**src/rtl/rptr_empty_ctrl_if.sv**
```systemverilog
// Read-side FIFO handshake bundle: pop request, synchronized write pointer in,
// flags/address/Gray pointer out. The rlevel signal exists only when RD_LEVEL_EN is defined.
interface rptr_empty_ctrl_if #(
  parameter int ADDRSIZE = 4
);
  logic                rinc;
  logic [ADDRSIZE:0]   wptr;
  logic                rempty;
  logic                raempty;
  logic [ADDRSIZE-1:0] raddr;
  logic [ADDRSIZE:0]   rptr;
`ifdef RD_LEVEL_EN
  logic [ADDRSIZE:0]   rlevel;

  modport master (output rinc, output wptr,
                  input rempty, input raempty, input raddr, input rptr, input rlevel);
  modport slave  (input rinc, input wptr,
                  output rempty, output raempty, output raddr, output rptr, output rlevel);
`else
  modport master (output rinc, output wptr,
                  input rempty, input raempty, input raddr, input rptr);
  modport slave  (input rinc, input wptr,
                  output rempty, output raempty, output raddr, output rptr);
`endif
endinterface

```
**src/rtl/rptr_empty_ctrl.sv**
```systemverilog
// Async FIFO read-side pointer/flag controller: 2-flop wptr sync, Gray/binary read pointer,
// registered empty and almost-empty flags. Define RD_LEVEL_EN to add the registered rlevel output.
module rptr_empty_ctrl #(
  parameter int ADDRSIZE  = 4,
  parameter int AE_THRESH = 2
) (
  input  logic             rclk,
  input  logic             rrst,
  rptr_empty_ctrl_if.slave rif
);

  localparam logic [ADDRSIZE:0] AE_LIMIT = (ADDRSIZE+1)'(AE_THRESH);

  logic [ADDRSIZE:0] rq1_wptr_q, rq1_wptr_d;
  logic [ADDRSIZE:0] rq2_wptr_q, rq2_wptr_d;
  logic [ADDRSIZE:0] rbin_q, rbin_d;
  logic [ADDRSIZE:0] rptr_q, rptr_d;
  logic              rempty_q, rempty_d;
  logic              raempty_q, raempty_d;
  logic              rd_pop;
  logic [ADDRSIZE:0] rq2_wbin;
  logic [ADDRSIZE:0] lvl;

  // Gray-to-binary: each binary bit is the XOR of all Gray bits at or above it.
  for (genvar gi = 0; gi <= ADDRSIZE; gi++) begin : g_gray2bin
    assign rq2_wbin[gi] = ^rq2_wptr_q[ADDRSIZE:gi];
  end

  always_comb begin
    rq1_wptr_d = rif.wptr;
    rq2_wptr_d = rq1_wptr_q;
    rd_pop     = rif.rinc & ~rempty_q;
    rbin_d     = rbin_q + {{ADDRSIZE{1'b0}}, rd_pop};
    rptr_d     = (rbin_d >> 1) ^ rbin_d;
    // Flags look at the post-pop pointer so the last pop sets empty on the same edge.
    rempty_d   = (rptr_d == rq2_wptr_q);
    lvl        = rq2_wbin - rbin_d;
    raempty_d  = (lvl <= AE_LIMIT);
  end

  always_ff @(posedge rclk) begin
    if (rrst) begin
      rq1_wptr_q <= '0;
      rq2_wptr_q <= '0;
      rbin_q     <= '0;
      rptr_q     <= '0;
      rempty_q   <= 1'b1;
      raempty_q  <= 1'b1;
    end else begin
      rq1_wptr_q <= rq1_wptr_d;
      rq2_wptr_q <= rq2_wptr_d;
      rbin_q     <= rbin_d;
      rptr_q     <= rptr_d;
      rempty_q   <= rempty_d;
      raempty_q  <= raempty_d;
    end
  end

  assign rif.rempty  = rempty_q;
  assign rif.raempty = raempty_q;
  assign rif.raddr   = rbin_q[ADDRSIZE-1:0];
  assign rif.rptr    = rptr_q;

`ifdef RD_LEVEL_EN
  logic [ADDRSIZE:0] rlevel_q, rlevel_d;

  always_comb begin
    rlevel_d = lvl;
  end

  always_ff @(posedge rclk) begin
    if (rrst) begin
      rlevel_q <= '0;
    end else begin
      rlevel_q <= rlevel_d;
    end
  end

  assign rif.rlevel = rlevel_q;
`endif

endmodule
```
**src/flat_wrapper.sv**
```systemverilog
// flat-port wrapper written by rule: the top's interface ports become plain ports
module rptr_empty_ctrl_flat 
#(
  parameter int ADDRSIZE  = 4,
  parameter int AE_THRESH = 2
)
  (rclk, rrst, rif_rinc, rif_wptr, rif_rempty, rif_raempty, rif_raddr, rif_rptr);
  rptr_empty_ctrl_if #(.ADDRSIZE(ADDRSIZE)) rif_i ();
  input  logic rclk;
  input  logic rrst;
  input wire logic [$bits(rif_i.rinc)-1:0] rif_rinc;
  input wire logic [$bits(rif_i.wptr)-1:0] rif_wptr;
  output wire logic [$bits(rif_i.rempty)-1:0] rif_rempty;
  output wire logic [$bits(rif_i.raempty)-1:0] rif_raempty;
  output wire logic [$bits(rif_i.raddr)-1:0] rif_raddr;
  output wire logic [$bits(rif_i.rptr)-1:0] rif_rptr;
  assign rif_i.rinc = rif_rinc;
  assign rif_i.wptr = rif_wptr;
  assign rif_rempty = rif_i.rempty;
  assign rif_raempty = rif_i.raempty;
  assign rif_raddr = rif_i.raddr;
  assign rif_rptr = rif_i.rptr;
  rptr_empty_ctrl #(.ADDRSIZE(ADDRSIZE), .AE_THRESH(AE_THRESH)) u_core (.rclk(rclk), .rrst(rrst), .rif(rif_i));
endmodule
```
**config.mk**
```make
export PLATFORM = sky130hd
export DESIGN_NAME = rptr_empty_ctrl_flat
export DESIGN_NICKNAME = d
export VERILOG_FILES = /design/src/rtl/rptr_empty_ctrl_if.sv /design/src/rtl/rptr_empty_ctrl.sv /design/src/flat_wrapper.sv
export SDC_FILE = /design/constraint.sdc
export NUM_CORES = 1
export LEC_CHECK = 0
export CAP_MARGIN = 20
export CORE_MARGIN = 3
export CORE_UTILIZATION = 44
export DETAILED_ROUTE_END_ITERATION = 16
export PLACE_DENSITY = 0.81
export SYNTH_ARGS = -nofsm -noshare
export SYNTH_HDL_FRONTEND = slang
export SYNTH_SLANG_ARGS = --single-unit
```
**constraint.sdc**
```tcl
create_clock -name rclk -period 2.7 [get_ports rclk]
set_clock_uncertainty 0.05 [all_clocks]
set_input_delay 0.405 -clock rclk [delete_from_list [all_inputs] [get_ports rclk]]
set_output_delay 0.405 -clock rclk [all_outputs]
set_load 0.005 [all_outputs]
```
==> flow_summary_export.csv <==
group,metric,value,unit
status,outcome,"finished clean",
critical_path,max_stage_delay,390,ps
global_route,track_usage,0.131,
global_route,grt_pass1_wl,2.74,mm
cells_and_area,layout-drive-gt1-share,0.103,
worst_hold_path,hold_path_class,"flip-flop to flip-flop",
place,place_ws,-134,ps
routing,vias,668,
yosys,synth_cell_type_count,23,
yosys,ys_warn_count,0,
yosys,synthTopCellsByArea,"dfxtp_1 (45%), nor2b_1 (8.8%), xnor2_1 (8.5%)",
die,io-pin-count,19,
timing,slew_viol_final,0,
timing,setup_viol,0,
global_route,grt_pass1_vias,672,
yosys,synth-seq-cells,21,
die,die_x,51.9,µm
critical_path,crit_path_frequent_cell,"ha_1",
die,die_h,51.9,µm
timing,hold_viol_final,0,
yosys,synth_largest_area_cell,"dfxtp_1",
clock_tree,worstSkewPairLatency,290,ps
clock_tree,cts_buffers,3,
routing,ant_nets,0,
place,io_buffers,18,
routing,post_drt_wl_per_cell,11.3,µm
routing,drt-total-wl,1.60,mm
global_route,grt_max_degree,21,
cells_and_area,fillerInstances,158,
cells_and_area,fin_area,1200,µm²
yosys,yosys_most_used_dff,"dfxtp_1",
timing,relSlewSlack,0.561,
yosys,synthArstFlopShare,0,
place,dp.cells,136,
yosys,synth_top_area_frac,0.454,
power,p_leak,0.493,nW
timing,fin_crit,2560,ps
critical_path,critPathBufInv,2,
critical_path,crit_chain,"clkdlybuf4s50_1 -> nor2b_1 -> ha_1 -> ha_1 -> inv_1 -> ha_1 -> nor2b_1 -> o21bai_1 -> o21ai_0 -> a311oi_1 -> o31ai_1",
cells_and_area,layoutNonFillerInstCount,141,
clock_tree,clock_path_buffers,2,
yosys,synth_edf_count,0,
cells_and_area,num_antenna_cells,0,
flow_run,maxCapViolCount,0,
timing,fin_ws,145,ps
global_route,gr-total-overflow,0,
place,gp_congestion,0.849,
yosys,yosysMostFrequentCell,"dfxtp_1",
cells_and_area,final_util,0.648,
timing,setup_tns,0,ps
critical_path,critical_path_class,"input pin to flip-flop",
critical_path,r2r_slack,170,ps
clock_tree,h-tree-depth,1,
die,dieArea,2690,µm²
yosys,syn-num-nets,105,
place,dp_hpwl,1.27,mm
yosys,yosysSeqAreaShare,0.454,
clock_tree,clock-sinks,21,
critical_path,crit_path_start_kind,"input pin",
global_route,antenna_found_initial,0,
routing,avgViaCountPerCell,4.74,
routing,drt-pass1-iter-count,3,
timing,rsz0062_at_grt,"no",
yosys,syn_inst,91,
routing,drc,0,
critical_path,endpoint_kind,"flip-flop",
routing,first_iter_violations,11,
place,dpl-instance-area,1160,µm²
critical_path,slowest_stage,"clkdlybuf4s50_1",
clock_tree,cts_tree,"done",
cells_and_area,num-nets-final,131,
clock_tree,root_buffer,"clkbuf_4",
die,start_util,0.498,
yosys,avgSynthCellArea,10.2,µm²
clock_tree,path_clk_slew,110,ps
critical_path,crit_required,2840,ps
critical_path,crit_fanout,4,
timing,fin_crit_sh,0.946,
critical_path,arrival,2690,ps
power,peakVddDrop,0.378,mV
die,core_area,1860,µm²
timing,tightest_slew,656,ps
die,rows,15,
power,p_per_area,521,nW/µm²
yosys,synthTopCellsByCount,"dfxtp_1 (21), nor2b_1 (13), nor2_1 (9), xnor2_1 (9), xor2_1 (7)",
cells_and_area,syn_to_final_growth,30.0,%
yosys,syn_area,926,µm²
timing,max_freq,0.391,GHz
critical_path,cp_top_family,"adder cells",
==> final timing paths <==
kind / from / end / depth (start not counted)
setup reg to reg: u_core.rq2_wptr_q[2] / u_core.rif.raempty / 9
hold / removal: u_core.rq1_wptr_q[1] / u_core.rq2_wptr_q[1] / 1
hold reg to reg: u_core.rq1_wptr_q[1] / u_core.rq2_wptr_q[1] / 1
setup / recovery: rif_rinc / u_core.rif.raempty / 11
==> registers in the layout, summed over array words and instances (netlist names) <==
| name | flops |
|---|---|
| u_core.rif.rptr | 5 |
| u_core.rq2_wptr_q | 5 |
| u_core.rif.rempty | 1 |
| u_core.rq1_wptr_q | 5 |
| u_core.rbin_q | 4 |
| u_core.rif.raempty | 1 |
==> what timing repair did <==
item / 4_1_cts / 5_1_grt
gates resized for setup: 0 / 2
setup endpoints to repair: 0 / 1
hold buffers: 0 / 0
setup buffers: 0 / 1
==> logic make-up after synthesis <==
| kind of cell | after synthesis | share of synthesized area |
|---|---|---|
| xor gates and xnor gates | 18 | 0.195 |
| buffers and inverters | 5 | 0.0203 |
| adders and majority gates | 6 | 0.0892 |
| AOI/OAI and AO/OA | 8 | 0.0595 |
| and+or+nand+nor | 33 | 0.182 |
| DFF | 21 | 0.454 |
==> worst register-to-register path, delay by kind of cell (launching register included) <==
kind	cells	cell delay, ps
xor+xnor	3	820
fa+ha+maj	2	620
compound gates	4	590
flops	1	380
==> layout by cell type (no fill, tap or decap) <==
cell | synthesis | layout
dfxtp_1 | 21 | 21
clkdlybuf4s50_1 | 0 | 18
nor2b_1 | 13 | 13
xnor2_1 | 9 | 9
nor2_1 | 9 | 9
xor2_1 | 7 | 6
nand2_1 | 5 | 5
ha_1 | 5 | 5
buf_4 | 0 | 5
inv_1 | 3 | 3
clkbuf_4 | 0 | 3
nand3_1 | 2 | 2
xor2_2 | 1 | 2
o21ai_0 | 2 | 2
nor3_1 | 2 | 2
xnor3_2 | 1 | 1
o22ai_1 | 1 | 1
o21bai_1 | 1 | 1
a21oi_1 | 1 | 1
and3b_1 | 1 | 1
a311oi_1 | 1 | 1
o31ai_1 | 1 | 1
a41o_1 | 1 | 1
and2_1 | 1 | 1
fa_2 | 0 | 1
clkbuf_1 | 2 | 1
==> power by group <==
part           switching (mW)  total (mW)  internal [mW]
combinational          0.0637       0.147         0.0835
clock                  0.0878       0.145         0.0573
sequential            0.00800       0.335          0.327
==> metal layers <==
metal	vias to the layer above	global-route usage	wire length, µm
met5	-	0	0
met2	16	0.251	815
met3	0	0.0287	71
met4	0	0	0
li1	341	-	-
met1	311	0.157	710
==> area by class of cell <==
type	count	area, µm²	area share
Multi-Input combinational cell	65	497	0.413
Sequential cell	21	420	0.349
Timing Repair Buffer	23	218	0.181
Inverter	3	11.3	0.00936
Clock buffer	4	26.3	0.0218
Tap cell	25	31.3	0.0260
==> stage by stage <==
step / total power [mW] / hold WS, ps
floorplan: 0.423 / 364
global placement: 0.474 / 367
detailed placement: 0.483 / 378
CTS: 0.626 / 406
global route: 0.658 / 414
finish: 0.627 / 400
Power figures use the tool's default switching activity.
